--- src/rtl/encoder_8to3_reg_if.sv ---
// rtl/encoder_8to3_reg_if.sv - handshake, payload and error-counter signals of the registered 8-to-3 encoder
//
// Purpose: bundles every non-clock/reset signal of encoder_8to3_reg.
//   slave  modport: the encoder itself (consumes y, produces a/b/c/zero/multi)
//   master modport: the surrounding logic that feeds words and takes results
// Signals:
//   in_valid/in_ready/y              input word handshake
//   out_valid/out_ready/a/b/c        result handshake and encoded index (a = MSB)
//   zero/multi                       accepted word was 0 / had more than one bit set
//   clr_cnt/err_cnt                  synchronous clear and saturating error count
interface encoder_8to3_reg_if #(
    parameter int CNT_W = 8
);
    logic             in_valid;
    logic             in_ready;
    logic [7:0]       y;
    logic             out_valid;
    logic             out_ready;
    logic             a;
    logic             b;
    logic             c;
    logic             zero;
    logic             multi;
    logic             clr_cnt;
    logic [CNT_W-1:0] err_cnt;

    modport slave (
        input  in_valid,
        input  y,
        input  out_ready,
        input  clr_cnt,
        output in_ready,
        output out_valid,
        output a,
        output b,
        output c,
        output zero,
        output multi,
        output err_cnt
    );

    modport master (
        output in_valid,
        output y,
        output out_ready,
        output clr_cnt,
        input  in_ready,
        input  out_valid,
        input  a,
        input  b,
        input  c,
        input  zero,
        input  multi,
        input  err_cnt
    );
endinterface

--- src/rtl/encoder_8to3_reg.sv ---
// rtl/encoder_8to3_reg.sv - registered 8-to-3 one-hot encoder with valid/ready handshake and error counter
//
// Purpose: encodes an 8-bit one-hot word into its 3-bit index {a,b,c} through a
//   single-entry output register. Non-one-hot words (zero or multi-hot) are
//   flagged and counted in a saturating counter.
// Parameters:
//   PRIORITY_HIGH  1: highest set bit wins on a multi-hot word, 0: lowest set bit wins
//   CNT_W          width of err_cnt (must match the interface CNT_W)
// Ports:
//   clk    rising-edge clock
//   rst_n  asynchronous active-low reset
//   bus    encoder_8to3_reg_if.slave: input/result handshakes, payload, error counter
module encoder_8to3_reg #(
    parameter bit PRIORITY_HIGH = 1'b1,
    parameter int CNT_W         = 8
) (
    input  logic                  clk,
    input  logic                  rst_n,
    encoder_8to3_reg_if.slave     bus
);

    typedef enum logic {
        ST_EMPTY = 1'b0,
        ST_FULL  = 1'b1
    } state_t;

    localparam logic [CNT_W-1:0] CNT_ONE = {{(CNT_W-1){1'b0}}, 1'b1};
    localparam logic [CNT_W-1:0] CNT_MAX = {CNT_W{1'b1}};

    state_t           r_state;
    state_t           w_state_next;

    logic [2:0]       r_idx;
    logic             r_zero;
    logic             r_multi;
    logic [CNT_W-1:0] r_err_cnt;

    logic             w_in_ready;
    logic             w_accept;
    logic [2:0]       w_idx;
    logic             w_zero;
    logic             w_multi;
    logic             w_err;

    // The slot is free when empty, or when the held result leaves on this
    // same edge; this gives one word per cycle under continuous out_ready.
    assign w_in_ready = (r_state == ST_EMPTY) || bus.out_ready;
    assign w_accept   = bus.in_valid && w_in_ready;

    // Priority encode: the loop direction makes the last matching bit win,
    // so ascending order selects the highest set bit and descending the lowest.
    always_comb begin
        w_idx = 3'd0;
        if (PRIORITY_HIGH) begin
            for (int i = 0; i < 8; i++) begin
                if (bus.y[i]) begin
                    w_idx = 3'(i);
                end
            end
        end else begin
            for (int i = 7; i >= 0; i--) begin
                if (bus.y[i]) begin
                    w_idx = 3'(i);
                end
            end
        end
    end

    // Clearing the lowest set bit leaves something only if two or more were set.
    assign w_zero  = (bus.y == 8'h00);
    assign w_multi = ((bus.y & (bus.y - 8'd1)) != 8'h00);
    assign w_err   = w_accept && (w_zero || w_multi);

    always_comb begin
        w_state_next = r_state;
        case (r_state)
            ST_EMPTY: begin
                if (w_accept) begin
                    w_state_next = ST_FULL;
                end
            end
            ST_FULL: begin
                if (bus.out_ready && !bus.in_valid) begin
                    w_state_next = ST_EMPTY;
                end
            end
            default: begin
                w_state_next = ST_EMPTY;
            end
        endcase
    end

    always_ff @(posedge clk or negedge rst_n) begin
        if (!rst_n) begin
            r_state <= ST_EMPTY;
        end else begin
            r_state <= w_state_next;
        end
    end

    // Payload only moves on an accept edge; it keeps its last value while
    // empty so downstream never sees a spurious change.
    always_ff @(posedge clk or negedge rst_n) begin
        if (!rst_n) begin
            r_idx   <= 3'd0;
            r_zero  <= 1'b0;
            r_multi <= 1'b0;
        end else if (w_accept) begin
            r_idx   <= w_idx;
            r_zero  <= w_zero;
            r_multi <= w_multi;
        end
    end

    // Clear has priority over a coincident error; the count sticks at all-ones.
    always_ff @(posedge clk or negedge rst_n) begin
        if (!rst_n) begin
            r_err_cnt <= '0;
        end else if (bus.clr_cnt) begin
            r_err_cnt <= '0;
        end else if (w_err && (r_err_cnt != CNT_MAX)) begin
            r_err_cnt <= r_err_cnt + CNT_ONE;
        end
    end

    assign bus.in_ready  = w_in_ready;
    assign bus.out_valid = (r_state == ST_FULL);
    assign bus.a         = r_idx[2];
    assign bus.b         = r_idx[1];
    assign bus.c         = r_idx[0];
    assign bus.zero      = r_zero;
    assign bus.multi     = r_multi;
    assign bus.err_cnt   = r_err_cnt;

endmodule

--- src/flat_wrapper.sv ---
// flat-port wrapper written by rule: the top's interface ports become plain ports
module encoder_8to3_reg_flat 
#(
    parameter bit PRIORITY_HIGH = 1'b1,
    parameter int CNT_W         = 8
)
  (clk, rst_n, bus_in_valid, bus_y, bus_out_ready, bus_clr_cnt, bus_in_ready, bus_out_valid, bus_a, bus_b, bus_c, bus_zero, bus_multi, bus_err_cnt);
  encoder_8to3_reg_if #(.CNT_W(CNT_W)) bus_i ();
  input  logic clk;
  input  logic rst_n;
  input wire logic [$bits(bus_i.in_valid)-1:0] bus_in_valid;
  input wire logic [$bits(bus_i.y)-1:0] bus_y;
  input wire logic [$bits(bus_i.out_ready)-1:0] bus_out_ready;
  input wire logic [$bits(bus_i.clr_cnt)-1:0] bus_clr_cnt;
  output wire logic [$bits(bus_i.in_ready)-1:0] bus_in_ready;
  output wire logic [$bits(bus_i.out_valid)-1:0] bus_out_valid;
  output wire logic [$bits(bus_i.a)-1:0] bus_a;
  output wire logic [$bits(bus_i.b)-1:0] bus_b;
  output wire logic [$bits(bus_i.c)-1:0] bus_c;
  output wire logic [$bits(bus_i.zero)-1:0] bus_zero;
  output wire logic [$bits(bus_i.multi)-1:0] bus_multi;
  output wire logic [$bits(bus_i.err_cnt)-1:0] bus_err_cnt;
  assign bus_i.in_valid = bus_in_valid;
  assign bus_i.y = bus_y;
  assign bus_i.out_ready = bus_out_ready;
  assign bus_i.clr_cnt = bus_clr_cnt;
  assign bus_in_ready = bus_i.in_ready;
  assign bus_out_valid = bus_i.out_valid;
  assign bus_a = bus_i.a;
  assign bus_b = bus_i.b;
  assign bus_c = bus_i.c;
  assign bus_zero = bus_i.zero;
  assign bus_multi = bus_i.multi;
  assign bus_err_cnt = bus_i.err_cnt;
  encoder_8to3_reg #(.PRIORITY_HIGH(PRIORITY_HIGH), .CNT_W(CNT_W)) u_core (.clk(clk), .rst_n(rst_n), .bus(bus_i));
endmodule
--- config.mk ---
export PLATFORM = sky130hd
export DESIGN_NAME = encoder_8to3_reg_flat
export DESIGN_NICKNAME = d
export VERILOG_FILES = /design/src/rtl/encoder_8to3_reg_if.sv /design/src/rtl/encoder_8to3_reg.sv /design/src/flat_wrapper.sv
export SDC_FILE = /design/constraint.sdc
export NUM_CORES = 1
export LEC_CHECK = 0
export ABC_AREA = 1
export BUFFER_PORTS_ARGS = -buffer_cell sky130_fd_sc_hd__buf_4
export CORE_UTILIZATION = 40
export DETAILED_ROUTE_END_ITERATION = 7
export HOLD_SLACK_MARGIN = 0.08
export PLACE_DENSITY = 0.7
export RECOVER_POWER = 100
export SLEW_MARGIN = 40
export SYNTH_ARGS = -nofsm -noshare
export SYNTH_HDL_FRONTEND = slang
export SYNTH_SLANG_ARGS = --single-unit
--- constraint.sdc ---
create_clock -name clk -period 3.3 [get_ports clk]
set_input_delay 0.33 -clock clk [delete_from_list [all_inputs] [get_ports clk]]
set_output_delay 0.33 -clock clk [all_outputs]
set_load 0.01 [all_outputs]
==> metrics.md, run 1 <==
| Metric | Value |
|---|---|
| Status | `finished clean` |
| Min-delay src | `bus_in_valid` |
| DP Area | `about 1100 sq um` |
| Worst vdd rail ir drop | `approximately 0.00020 V` |
| Num rows | `16` |
| Synth Cell Area | `~870 sq um` |
| Clock network power share | `between 30% and 40%` |
| Worst slew margin | `51.2%` |
| GR Layer Usage met1 | `between 20% and 30%` |
| Part of the power in registers | `between 40% and 50%` |
| Max FO, Critical Path | `9` |
| Switching Power | `approximately 0.11 mW` |
| Post-Route WL | `about 1.8 mm` |
| CP top delay family | `simple AND/OR/NAND/NOR gates` |
| PnR worst setup slack | `between 1 and 1.5 ns` |
| Layout cells sized above 1 | `around a fifth` |
| Design area | `1060 sq um` |
| Placer Congestion | `about 0.86` |
| Most common cell on crit path | `nand2_1` |
| Synth top area share | `between 40% and 50%` |
| Die extent in y | `just under 50 um` |
| Vias | `832` |
| Worst endpoint data arrival time | `~2.1 ns` |
| Largest cells by area after synthesis | `dfrtp_1, nand2_1, nand3_1` |
| Setup Fix Bufs, Post-CTS | `0` |
| CTS tree | `done` |
| Hold Path Depth | `3` |
| Max clock buf depth | `2` |
| Post-DP HPWL | `between 1 and 1.5 mm` |
| R2R setup slack | `between 1 and 1.5 ns` |
| FF-to-FF path depth | `8` |
| CTS root buffer | `clkbuf_4` |
| Endpoints failing hold | `0` |
| Nets | `roughly 160` |
| Fmax | `just over 500 MHz` |
| RR Startpoint | `u_core.bus.err_cnt[0]` |
| Final Power | `~0.39 mW` |
| WHS Endpoint | `u_core.bus.out_valid` |
| Initial core utilization | `43.6%` |
| Yosys reg bits | `14` |
| Post-synth EDFFs | `0` |
| Pin count of the biggest net entering global routing | `15` |
| CP bufs+invs | `0` |
| Pins Over Slew Limit | `0` |
| DR DRC count | `0` |
| Startpoint class of the critical path | `flop` |
| Total track usage | `17.8%` |
| Clock Latency Late Sink | `0.27 ns` |
| Setup crit end kind | `flop` |
| DRT antenna net count | `0` |
| DR pass1 iterations | `6` |
| Placeable Area | `~2000 sq um` |
| Most common flop cell mapped by yosys | `dfrtp_1` |
| DR WL/cell | `~11 um` |
| RSZ-0062 raised after global routing | `no` |
| Met3 Resource Use GR | `under 10%` |
| Fill count | `a little over 200` |
| Hold slack | `0.258 ns` |
| Async set or reset register ratio after synthesis | `between 90% and 100%` |
| H-tree level count | `1` |
| Leak | `~0.51 nW` |
| Synth area leader | `dfrtp_1` |
| Max-cap viol count | `0` |
| Die area | `2370 sq um` |
| Mapped Nets | `~130` |
| Critical path class | `reg -> reg` |
| Slowest-stage cell, CP | `dfrtp_1` |
| Reg2reg end | `u_core.bus.err_cnt[2]` |
| Top post-synthesis cells by count | `nand2_1, dfrtp_1, nor2_1` |
| Slew @ Worst Pin | `between 0.7 and 0.8 ns` |
| Vias per std cell | `~4.8` |
| Post-Syn Instances | `approximately 120` |
| Crit path time final | `1.98 ns` |
| Sw frac | `28.4%` |
| Antenna violations before repair | `0` |
| CP peak stage delay | `roughly 0.42 ns` |
| Power per standard cell area | `between 300 and 400 nW/um^2` |
| Sequential share of the synthesized area | `between 40% and 50%` |
| Fin Setup TNS | `0 ns` |
| Tcrit/Tclk final | `59.9%` |
| First-pass GRT wire length | `about 3.3 mm` |
| Internal | `between 0.2 and 0.3 mW` |
| Combinational share of power | `about 20%` |
| I/O Buffers | `27` |
| Skew final | `approximately 0.0019 ns` |
| Vias in the first global route | `~780` |
| Synth unique cells | `27` |
| Ant diodes | `0` |
| Busiest grt layer | `met2` |
| Io pins | `28` |
| Ys Warns | `0` |
| Top-count cell post-synth | `nand2_1` |
| Remaining global-route overflow | `0` |
| CTS Buf Count | `3` |
| Met2 usage | `28.9%` |
| Worst-path clk slew | `0.08 ns` |
| Synth Area per Inst | `roughly 7.6 sq um` |
| # setup viols final | `0` |
| Required time worst endpoint | `approximately 3.5 ns` |
| Synth-to-Final Area Change | `21.4%` |
| Iteration-0 DRC count of the detailed router | `11` |
| Crit-path cells | `ha_1 -> nand2_1 -> nor3_1 -> nand3_2 -> nand3_1 -> nand2_1 -> nand2_1 -> nand2_1` |
| TritonCTS Sinks | `14` |
| Chip width | `roughly 49 um` |
| Hold crit path type | `in -> reg` |
| Pre-CTS setup slack | `1.76 ns` |
[power groups by stage]
| stage | Combinational (mW) | Sequential (mW) | Clock (mW) |
|---|---|---|---|
| detailed placement | 0.0915 | 0.197 | 0 |
| CTS | 0.0928 | 0.193 | 0.125 |
| floorplan | 0.0415 | 0.201 | 0 |
| global placement | 0.0894 | 0.196 | 0 |
| global route | 0.0904 | 0.195 | 0.134 |
| finish | 0.0782 | 0.193 | 0.120 |
[state kept, by name (all words and copies together) (netlist names)]
| register | count |
|---|---|
| u_core.r_idx | 3 |
| u_core.bus.zero | 1 |
| u_core.bus.multi | 1 |
| u_core.bus.out_valid | 1 |
| u_core.bus.err_cnt | 8 |
[how the worst max path moves through the flow]
| stage | startpoint | to | slack (ns) | depth (start not counted) |
|---|---|---|---|---|
| after floorplan | u_core.bus.err_cnt[0] | u_core.bus.err_cnt[6] | 1.90 | 8 |
| after global placement | u_core.bus.err_cnt[0] | u_core.bus.err_cnt[5] | 1.78 | 8 |
| after detailed placement | u_core.bus.err_cnt[0] | u_core.bus.err_cnt[2] | 1.76 | 8 |
| after CTS | u_core.bus.err_cnt[0] | u_core.bus.err_cnt[2] | 1.74 | 8 |
| after global routing | u_core.bus.err_cnt[0] | u_core.bus.err_cnt[5] | 1.12 | 8 |
| final | u_core.bus.err_cnt[0] | u_core.bus.err_cnt[2] | 1.32 | 8 |
[stage by stage]
| stage | util, % | instances |
|---|---|---|
| 2_1_floorplan | - | 115 |
| 3_3_place_gp | 55.1 | 168 |
| 3_5_place_dp | 55.1 | 168 |
| 4_1_cts | 57.4 | 173 |
| 5_1_grt | 52.9 | 173 |
| 6_report | 52.9 | 173 |
[repair_timing]
item / CTS / global route
endpoints found under the hold margin: 14 / 0
endpoints found under the setup margin: 0 / 0
hold buffers: 1 / 0
resized for setup: 0 / 0
[layout make-up]
class | instances | area [sq um] | share of cell area, %
well taps | 27 | 33.8 | 3.19
multi-input cells | 87 | 437 | 41.3
flip-flops and latches | 14 | 350 | 33.1
clock buffers | 4 | 36.3 | 3.43
repair buffers | 28 | 153 | 14.4
inverters | 13 | 48.8 | 4.61
[per-layer routing]
metal  vias up  routed length [um]
met5         -                   0
met4         0                  13
met3         2                  93
met2        30                 865
met1       368                 859
li1        432                   -
[logic make-up (layout without fill, tap and decap cells)]
family                   count (synthesis)  count (layout)  share of synthesized area (%)
AND/OR/NAND/NOR                         71              71                           40.9
flip-flops                              14              14                           40.2
XOR/XNOR                                 4               4                           4.02
buffers and inverters                   14              45                           6.17
AO/OA/AOI/OAI                           11              11                           7.32
adder cells (fa/ha/maj)                  1               1                           1.43
[worst register-to-register path: cells and delay by family (launching register included)]
family / cells / cell delay, ns
adder cells (fa/ha/maj): 1 / 0.22
flip-flops: 1 / 0.42
AND/OR/NAND/NOR: 7 / 1.23
[placed cells by master (no fill, tap or decap), types with 4 or more instances in the layout]
cell | netlist | layout
nand2_1 | 34 | 35
clkbuf_1 | 0 | 16
dfrtp_1 | 14 | 14
nor2_1 | 12 | 12
nand3_1 | 10 | 11
buf_4 | 0 | 11
inv_1 | 7 | 8
inv_2 | 5 | 4
nor2_2 | 4 | 4
a21oi_1 | 4 | 4
No activity file was read; power rests on OpenSTA's default activity.
==> inputs of run 2 (changes only) <==
--- a/config.mk
+++ b/config.mk
@@ -5,12 +5,12 @@
 export SDC_FILE = /design/constraint.sdc
 export NUM_CORES = 1
 export LEC_CHECK = 0
-export ABC_AREA = 1
+export ABC_AREA = 0
 export BUFFER_PORTS_ARGS = -buffer_cell sky130_fd_sc_hd__buf_4
 export CORE_UTILIZATION = 40
 export DETAILED_ROUTE_END_ITERATION = 7
 export HOLD_SLACK_MARGIN = 0.08
-export PLACE_DENSITY = 0.7
+export PLACE_DENSITY = 0.73
 export RECOVER_POWER = 100
 export SLEW_MARGIN = 40
 export SYNTH_ARGS = -nofsm -noshare
==> constraint.sdc (replaced) <==
create_clock -name clk -period 1.7 [get_ports clk]
set_input_delay 0.17 -clock clk [delete_from_list [all_inputs] [get_ports clk]]
set_output_delay 0.17 -clock clk [all_outputs]
set_load 0.01 [all_outputs]
==> run 2 against run 1 <==
Clock power rose by 57%. First-iteration DRC count up 140%. Area after synthesis down 4.0%. Critical path depth decreased by 3. Final cell count down 5.2%. Largest power group unchanged. Highest routed layer unchanged.
==> metrics.md, run 2 <==
| Metric | Value |
|---|---|
| H-tree level count | `1 (unchanged)` |
| Post-Syn Instances | `97 (was 115)` |
| Synth unique cells | `31 (was 27)` |
| Max FO, Critical Path | `6 (was 9)` |
| Required time worst endpoint | `1.91 ns (was 3.47 ns)` |
| Post-Synth XOR/XNOR Area | `1.05% (was 4.02%)` |
| Post-Route WL | `2.14 mm (was 1.83 mm)` |
| Multi-input logic area | `492 sq um (was 437 sq um)` |
| Num rows | `16 (unchanged)` |
| Clock Latency Late Sink | `0.28 ns (was 0.27 ns)` |
| Worst slew margin | `48.6% (was 51.2%)` |
| Most common cell after layout, fill and taps aside | `buf_4 (was nand2_1)` |
| Largest cells by area after synthesis | `dfrtp_1, a21oi_1, nand2_1 (was dfrtp_1, nand2_1, nand3_1)` |
| Post-synth EDFFs | `0 (unchanged)` |
| Reg2reg end | `u_core.bus.err_cnt[7] (was u_core.bus.err_cnt[2])` |
| DR DRC count | `0 (unchanged)` |
| Adder-Cell Fraction of Synth Area | `2.69% (was 1.43%)` |
| Pins Over Slew Limit | `0 (unchanged)` |
| Vias | `879 (was 832)` |
| Io pins | `28 (unchanged)` |
| Synth Area per Inst | `8.63 sq um (was 7.58 sq um)` |
| Vias in the first global route | `741 (was 784)` |
| Startpoint class of the critical path | `flop (unchanged)` |
| Critical path class | `reg -> reg (unchanged)` |
| Worst endpoint data arrival time | `1.89 ns (was 2.14 ns)` |
| Die area | `2280 sq um (was 2370 sq um)` |
| RR Startpoint | `u_core.bus.err_cnt[1] (was u_core.bus.err_cnt[0])` |
| Critical Path Sink | `u_core.bus.err_cnt[7] (was u_core.bus.err_cnt[2])` |
| Worst vdd rail ir drop | `0.000293 V (was 0.000196 V)` |
| Nets | `153 (was 161)` |
| Most common flop cell mapped by yosys | `dfrtp_1 (unchanged)` |
| Tcrit/Tclk final | `98.4% (was 59.9%)` |
| Ant diodes | `0 (unchanged)` |
| Mapped Nets | `111 (was 129)` |
| Synth area leader | `dfrtp_1 (unchanged)` |
| Final core occ | `58.9% (was 52.9%)` |
| TritonCTS Sinks | `14 (unchanged)` |
| DRT antenna net count | `0 (unchanged)` |
| Synth Cell Area | `837 sq um (was 872 sq um)` |
| Post-synthesis mux area share | `3.89% (was 0%)` |
| Max-cap viol count | `0 (unchanged)` |
| Setup crit end kind | `flop (unchanged)` |
| Chip width | `47.7 um (was 48.7 um)` |
| Synth-to-Final Area Change | `38.1% (was 21.4%)` |
| CTS Buf Count | `3 (unchanged)` |
| Crit path time final | `1.67 ns (was 1.98 ns)` |
| Layout cells sized above 1 | `26.3% (was 19.2%)` |
| Leak | `0.475 nW (was 0.510 nW)` |
| Synth top area share | `41.9% (was 40.2%)` |
| Synth Area in Compound Gates | `20.0% (was 7.32%)` |
| Placeable Area | `1960 sq um (was 2000 sq um)` |
| Largest family of logic cells by synthesized area | `simple AND/OR/NAND/NOR gates (unchanged)` |
| CTS root buffer | `clkbuf_4 (unchanged)` |
| Post-Synth Simple-Gate Area | `26.9% (was 40.9%)` |
| Fmax | `598 MHz (was 506 MHz)` |
| Design area | `1160 sq um (was 1060 sq um)` |
| I/O Buffers | `27 (unchanged)` |
| DP Area | `1140 sq um (was 1100 sq um)` |
| Sequential share of the synthesized area | `41.9% (was 40.2%)` |
| Pin count of the biggest net entering global routing | `15 (unchanged)` |
| CTS tree | `done (unchanged)` |
| Ys Warns | `0 (unchanged)` |
| Worst-path clk slew | `0.08 ns (about the same)` |
| Max FFs per register | `8 (unchanged)` |
| Placer Congestion | `0.858 (was 0.859)` |
| Register area | `350 sq um (unchanged)` |
| Initial core utilization | `42.7% (was 43.6%)` |
| Fill count | `189 (was 206)` |
| Slew @ Worst Pin | `0.771 ns (was 0.733 ns)` |
| Skew final | `0.00409 ns (was 0.00194 ns)` |
| # setup viols final | `0 (unchanged)` |
| Vias per std cell | `5.36 (was 4.81)` |
| Die extent in y | `47.7 um (was 48.7 um)` |
| Post-DP HPWL | `1.60 mm (was 1.47 mm)` |
| Worst setup path start | `u_core.bus.err_cnt[1] (was u_core.bus.err_cnt[0])` |
| FF-to-FF path depth | `5 (was 8)` |
| Fin Setup TNS | `0 ns (unchanged)` |
| Async set or reset register ratio after synthesis | `100% (unchanged)` |
| Min-delay src | `bus_in_valid (unchanged)` |
| Yosys reg bits | `14 (unchanged)` |
| First-pass GRT wire length | `2.99 mm (was 3.26 mm)` |
| Pre-CTS setup slack | `-0.109 ns (was 1.76 ns)` |
| Hold Path Depth | `2 (was 3)` |
| Iteration-0 DRC count of the detailed router | `26 (was 11)` |
| Max clock buf depth | `2 (unchanged)` |
| Remaining global-route overflow | `0 (unchanged)` |
| DR WL/cell | `13.1 um (was 10.6 um)` |
| Power per standard cell area | `597 nW/um^2 (was 370 nW/um^2)` |
| Top-count cell post-synth | `dfrtp_1 (was nand2_1)` |
| Hold crit path type | `in -> reg (unchanged)` |
| R2R setup slack | `0.03 ns (was 1.32 ns)` |
| Antenna violations before repair | `0 (unchanged)` |
| PnR worst setup slack | `0.0277 ns (was 1.32 ns)` |
| DR pass1 iterations | `4 (was 6)` |
| Status | `finished clean (unchanged)` |
| Endpoints failing hold | `0 (unchanged)` |
| Total track usage | `18.7% (was 17.8%)` |
| Most frequent cells in the layout | `buf_4, clkbuf_1, dfrtp_1, nand2_1 (was nand2_1, clkbuf_1, dfrtp_1, nor2_1)` |
| Top post-synthesis cells by count | `dfrtp_1, nand2_1, a21oi_1 (was nand2_1, dfrtp_1, nor2_1)` |
==> run 2: changes by cell type after synthesis, moves of 3 or more <==
cell / delta
nand2b_1: +5
nand3_1: -7
nor2_1: -5
inv_2: -5
a21oi_1: +6
nand2_1: -21
inv_1: -4
o21ai_0: +6
nor2_2: -4
or4_1: +3
o31ai_1: +3
==> run 2: worst max-delay path, stage by stage, from the launching register on <==
cell and delay [ns]:
dfrtp_1 0.42, ha_2 0.22, a31oi_4 0.20, nand2_2 0.11, or4_1 0.50, a21oi_2 0.16
==> run 2: logic make-up after synthesis <==
family                   Yosys count
adder cells (fa/ha/maj)            2
AO/OA/AOI/OAI                     28
multiplexers                       3
XOR/XNOR                           1
flip-flops                        14
buffers and inverters              6
AND/OR/NAND/NOR                   43
==> run 2: area by class of cell <==
cell class / instances / area share [%]
clock buffer: 3 / 1.95
inverter: 3 / 0.974
tap: 27 / 2.92
sequential: 14 / 30.3
timing repair buffer: 40 / 21.3
multi-input combinational: 77 / 42.5
==> run 2: worst min path at each step <==
stage,slack (ns),to
after global placement,0.03,u_core.bus.err_cnt[3]
after detailed placement,0.03,u_core.bus.err_cnt[3]
after floorplan,-0.13,u_core.bus.err_cnt[0]
after CTS,0.08,u_core.bus.out_valid
after global routing,0.09,u_core.bus.out_valid
final,0.09,u_core.bus.out_valid
==> run 2: metrics by stage <==
step                std cells  hold slack [ns]  total power [mW]
finish                    164           0.0921             0.690
global route              164           0.0923             0.727
CTS                       163           0.0849             0.711
detailed placement        159           0.0270             0.519
global placement          159           0.0257             0.513
floorplan                  97           -0.126             0.428
==> run 2: timing repair <==
| item | in CTS | in global routing |
|---|---|---|
| buffers inserted | 0 | 1 |
| hold buffers | 1 | 0 |
| setup endpoints to repair | 0 | 3 |
| gates resized for setup | 0 | 8 |
| hold endpoints to repair | 14 | 0 |
==> run 2: report_power, final <==
group | internal [mW] | switching [mW]
logic | 0.0639 | 0.0784
clock network | 0.0823 | 0.106
registers | 0.349 | 0.0105
==> run 2: per-layer routing <==
metal	up-vias	global-route usage (%)	wire length (um)
li1	439	-	-
met1	400	23.1	916
met2	38	31.6	1090
met3	2	2.64	109
met4	0	9.44	26
met5	-	0	0
==> inputs of run 3 (changes only) <==
--- a/config.mk
+++ b/config.mk
@@ -7,11 +7,11 @@
 export LEC_CHECK = 0
 export ABC_AREA = 0
 export BUFFER_PORTS_ARGS = -buffer_cell sky130_fd_sc_hd__buf_4
-export CORE_UTILIZATION = 40
+export CORE_UTILIZATION = 44
 export DETAILED_ROUTE_END_ITERATION = 7
 export HOLD_SLACK_MARGIN = 0.08
-export PLACE_DENSITY = 0.73
-export RECOVER_POWER = 100
+export PLACE_DENSITY = 0.79
+export RECOVER_POWER = 25
 export SLEW_MARGIN = 40
 export SYNTH_ARGS = -nofsm -noshare
 export SYNTH_HDL_FRONTEND = slang
==> run 3 against run 2 <==
Worst hold slack lost 0.0038 ns. Global-route usage grew 2.6 points. Wire length shrank 4.7%. Fmax grew 0.64%. Critical path depth is the same. Sequential share of layout area shrank 1.0 points. Die area shrank 8.7%. Largest power group unchanged. Highest routed layer unchanged.
==> metrics.md, run 3 (same netlist as run 2, synthesis figures left out) <==
| Metric | Value |
|---|---|
| Status | `finished clean (unchanged)` |
| Hold crit path type | `in -> reg (unchanged)` |
| Layout cells sized above 1 | `36.8% (was 26.3%)` |
| Switching Power | `0.202 mW (was 0.195 mW)` |
| Clock Latency Late Sink | `0.29 ns (was 0.28 ns)` |
| Placer Congestion | `0.858 (about the same)` |
| Initial core utilization | `48.0% (was 42.7%)` |
| Chip width | `45.6 um (was 47.7 um)` |
| R2R setup slack | `0.04 ns (was 0.03 ns)` |
| Pins Over Slew Limit | `0 (unchanged)` |
| Max-cap viol count | `0 (unchanged)` |
| Antenna violations before repair | `0 (unchanged)` |
| Critical path class | `reg -> reg (unchanged)` |
| Worst endpoint data arrival time | `1.88 ns (was 1.89 ns)` |
| Endpoints failing hold | `0 (unchanged)` |
| Fin Setup TNS | `0 ns (unchanged)` |
| Vias in the first global route | `740 (was 741)` |
| # setup viols final | `0 (unchanged)` |
| RR Startpoint | `u_core.bus.err_cnt[0] (was u_core.bus.err_cnt[1])` |
| Tcrit/Tclk final | `97.7% (was 98.4%)` |
| DRT antenna net count | `0 (unchanged)` |
| FF-to-FF path depth | `5 (unchanged)` |
| Worst slew margin | `48.5% (was 48.6%)` |
| DR pass1 iterations | `4 (unchanged)` |
| Max clock buf depth | `2 (unchanged)` |
| TritonCTS Sinks | `14 (unchanged)` |
| Sw frac | `26.8% (was 28.3%)` |
| Setup crit end kind | `flop (unchanged)` |
| H-tree level count | `1 (unchanged)` |
| Max FO, Critical Path | `6 (unchanged)` |
| Clock network power share | `32.8% (was 27.3%)` |
| Placeable Area | `1750 sq um (was 1960 sq um)` |
| Remaining global-route overflow | `0 (unchanged)` |
| Placed insts | `155 (was 159)` |
| Most frequent cells in the layout | `buf_4, dfrtp_1, nand2_1, a21oi_1 (was buf_4, clkbuf_1, dfrtp_1, nand2_1)` |
| Die area | `2080 sq um (was 2280 sq um)` |
| Slew @ Worst Pin | `0.773 ns (was 0.771 ns)` |
| Pin count of the biggest net entering global routing | `15 (unchanged)` |
| Io pins | `28 (unchanged)` |
| Iteration-0 DRC count of the detailed router | `12 (was 26)` |
| Ant diodes | `0 (unchanged)` |
| Min-delay src | `bus_in_valid (unchanged)` |
| I/O Buffers | `27 (unchanged)` |
| Crit path time final | `1.66 ns (was 1.67 ns)` |
| Post-Route WL | `2.04 mm (was 2.14 mm)` |
| Part of the power in registers | `47.7% (was 52.1%)` |
| Leak | `0.529 nW (was 0.475 nW)` |
| Required time worst endpoint | `1.92 ns (was 1.91 ns)` |
| First-pass GRT wire length | `3.08 mm (was 2.99 mm)` |
| Synth-to-Final Area Change | `42.9% (was 38.1%)` |
| Vias | `871 (was 879)` |
| Power per standard cell area | `630 nW/um^2 (was 597 nW/um^2)` |
| Post-DP HPWL | `1.49 mm (was 1.60 mm)` |
| Startpoint class of the critical path | `flop (unchanged)` |
| Most common cell after layout, fill and taps aside | `buf_4 (unchanged)` |
| DR DRC count | `0 (unchanged)` |
| CTS Buf Count | `3 (unchanged)` |
| CTS tree | `done (unchanged)` |
| DR WL/cell | `12.7 um (was 13.1 um)` |
| Fin cells | `161 (was 164)` |
| Nets | `151 (was 153)` |
| Worst vdd rail ir drop | `0.000496 V (was 0.000293 V)` |
| Skew final | `0.00644 ns (was 0.00409 ns)` |
| Total track usage | `21.3% (was 18.7%)` |
| Combinational share of power | `19.4% (was 20.6%)` |
| Max FFs per register | `8 (unchanged)` |
| Reg2reg end | `u_core.bus.err_cnt[5] (was u_core.bus.err_cnt[7])` |
| Vias per std cell | `5.41 (was 5.36)` |
| Hold Path Depth | `2 (unchanged)` |
| Die extent in y | `45.6 um (was 47.7 um)` |
| CTS root buffer | `clkbuf_4 (unchanged)` |
| Fmax | `602 MHz (was 598 MHz)` |
| Internal | `0.552 mW (was 0.495 mW)` |
| WHS Endpoint | `u_core.bus.out_valid (unchanged)` |
| Num rows | `15 (was 16)` |
| Worst-path clk slew | `0.09 ns (was 0.08 ns)` |
==> run 3: cell type report <==
type / count / area (sq um)
Sequential cell: 14 / 350
Clock buffer: 4 / 36.3
Fill cell: 164 / 549
Inverter: 3 / 11.3
Tap cell: 25 / 31.3
Timing Repair Buffer: 38 / 284
Multi-Input combinational cell: 77 / 483
==> run 3: what timing repair did <==
action / CTS / global route
gates resized for setup: 0 / 7
hold buffers: 1 / 0
hold endpoints to repair: 14 / 0
buffers inserted: 0 / 1
setup endpoints to repair: 0 / 2
==> run 3: worst max-delay path by stage <==
stage,start,end,slack [ns],cells after the start
after global routing,u_core.bus.err_cnt[0],u_core.bus.err_cnt[5],-0.03,5
after floorplan,u_core.bus.out_valid,u_core.bus.err_cnt[7],0.07,6
after CTS,u_core.bus.err_cnt[6],u_core.bus.err_cnt[7],0.04,5
final,u_core.bus.err_cnt[0],u_core.bus.err_cnt[5],0.04,5
after detailed placement,bus_y[5],u_core.bus.err_cnt[4],-0.10,7
after global placement,bus_y[5],u_core.bus.err_cnt[4],-0.06,7
==> run 3: critical path: stages (launching register included) <==
cell	delay [ns]
dfrtp_1	0.43
ha_2	0.22
a31oi_2	0.19
nand2_2	0.12
or4_4	0.49
a21oi_2	0.15
==> run 3: power groups by stage <==
| stage | logic (mW) | registers, mW | clock network, mW |
|---|---|---|---|
| after floorplan | 0.0546 | 0.373 | 0 |
| after global placement | 0.141 | 0.366 | 0 |
| after detailed placement | 0.145 | 0.367 | 0 |
| after CTS | 0.147 | 0.360 | 0.242 |
| after global routing | 0.164 | 0.362 | 0.266 |
| final | 0.146 | 0.360 | 0.248 |
==> run 3: metal layers <==
layer  part of all wire [%]  vias up  global-route usage, %
li1                       -      434                      -
met1                     43      407                   24.0
met2                     51       24                   37.1
met3                    3.8        6                   5.95
met4                    2.0        0                   9.09
met5                      0        -                      0
==> run 3: stage by stage <==
stage	hold slack, ns	worst slack, ns	instance area, sq um	power (mW)	util (%)
2_1_floorplan	-0.126	0.0674	838	0.428	-
3_3_place_gp	0.0288	-0.0580	1120	0.507	64.2
3_5_place_dp	0.0308	-0.103	1120	0.511	64.2
4_1_cts	0.0917	0.0390	1170	0.750	66.8
5_1_grt	0.0866	-0.0255	1200	0.792	68.5
6_report	0.0883	0.0383	1200	0.754	68.5
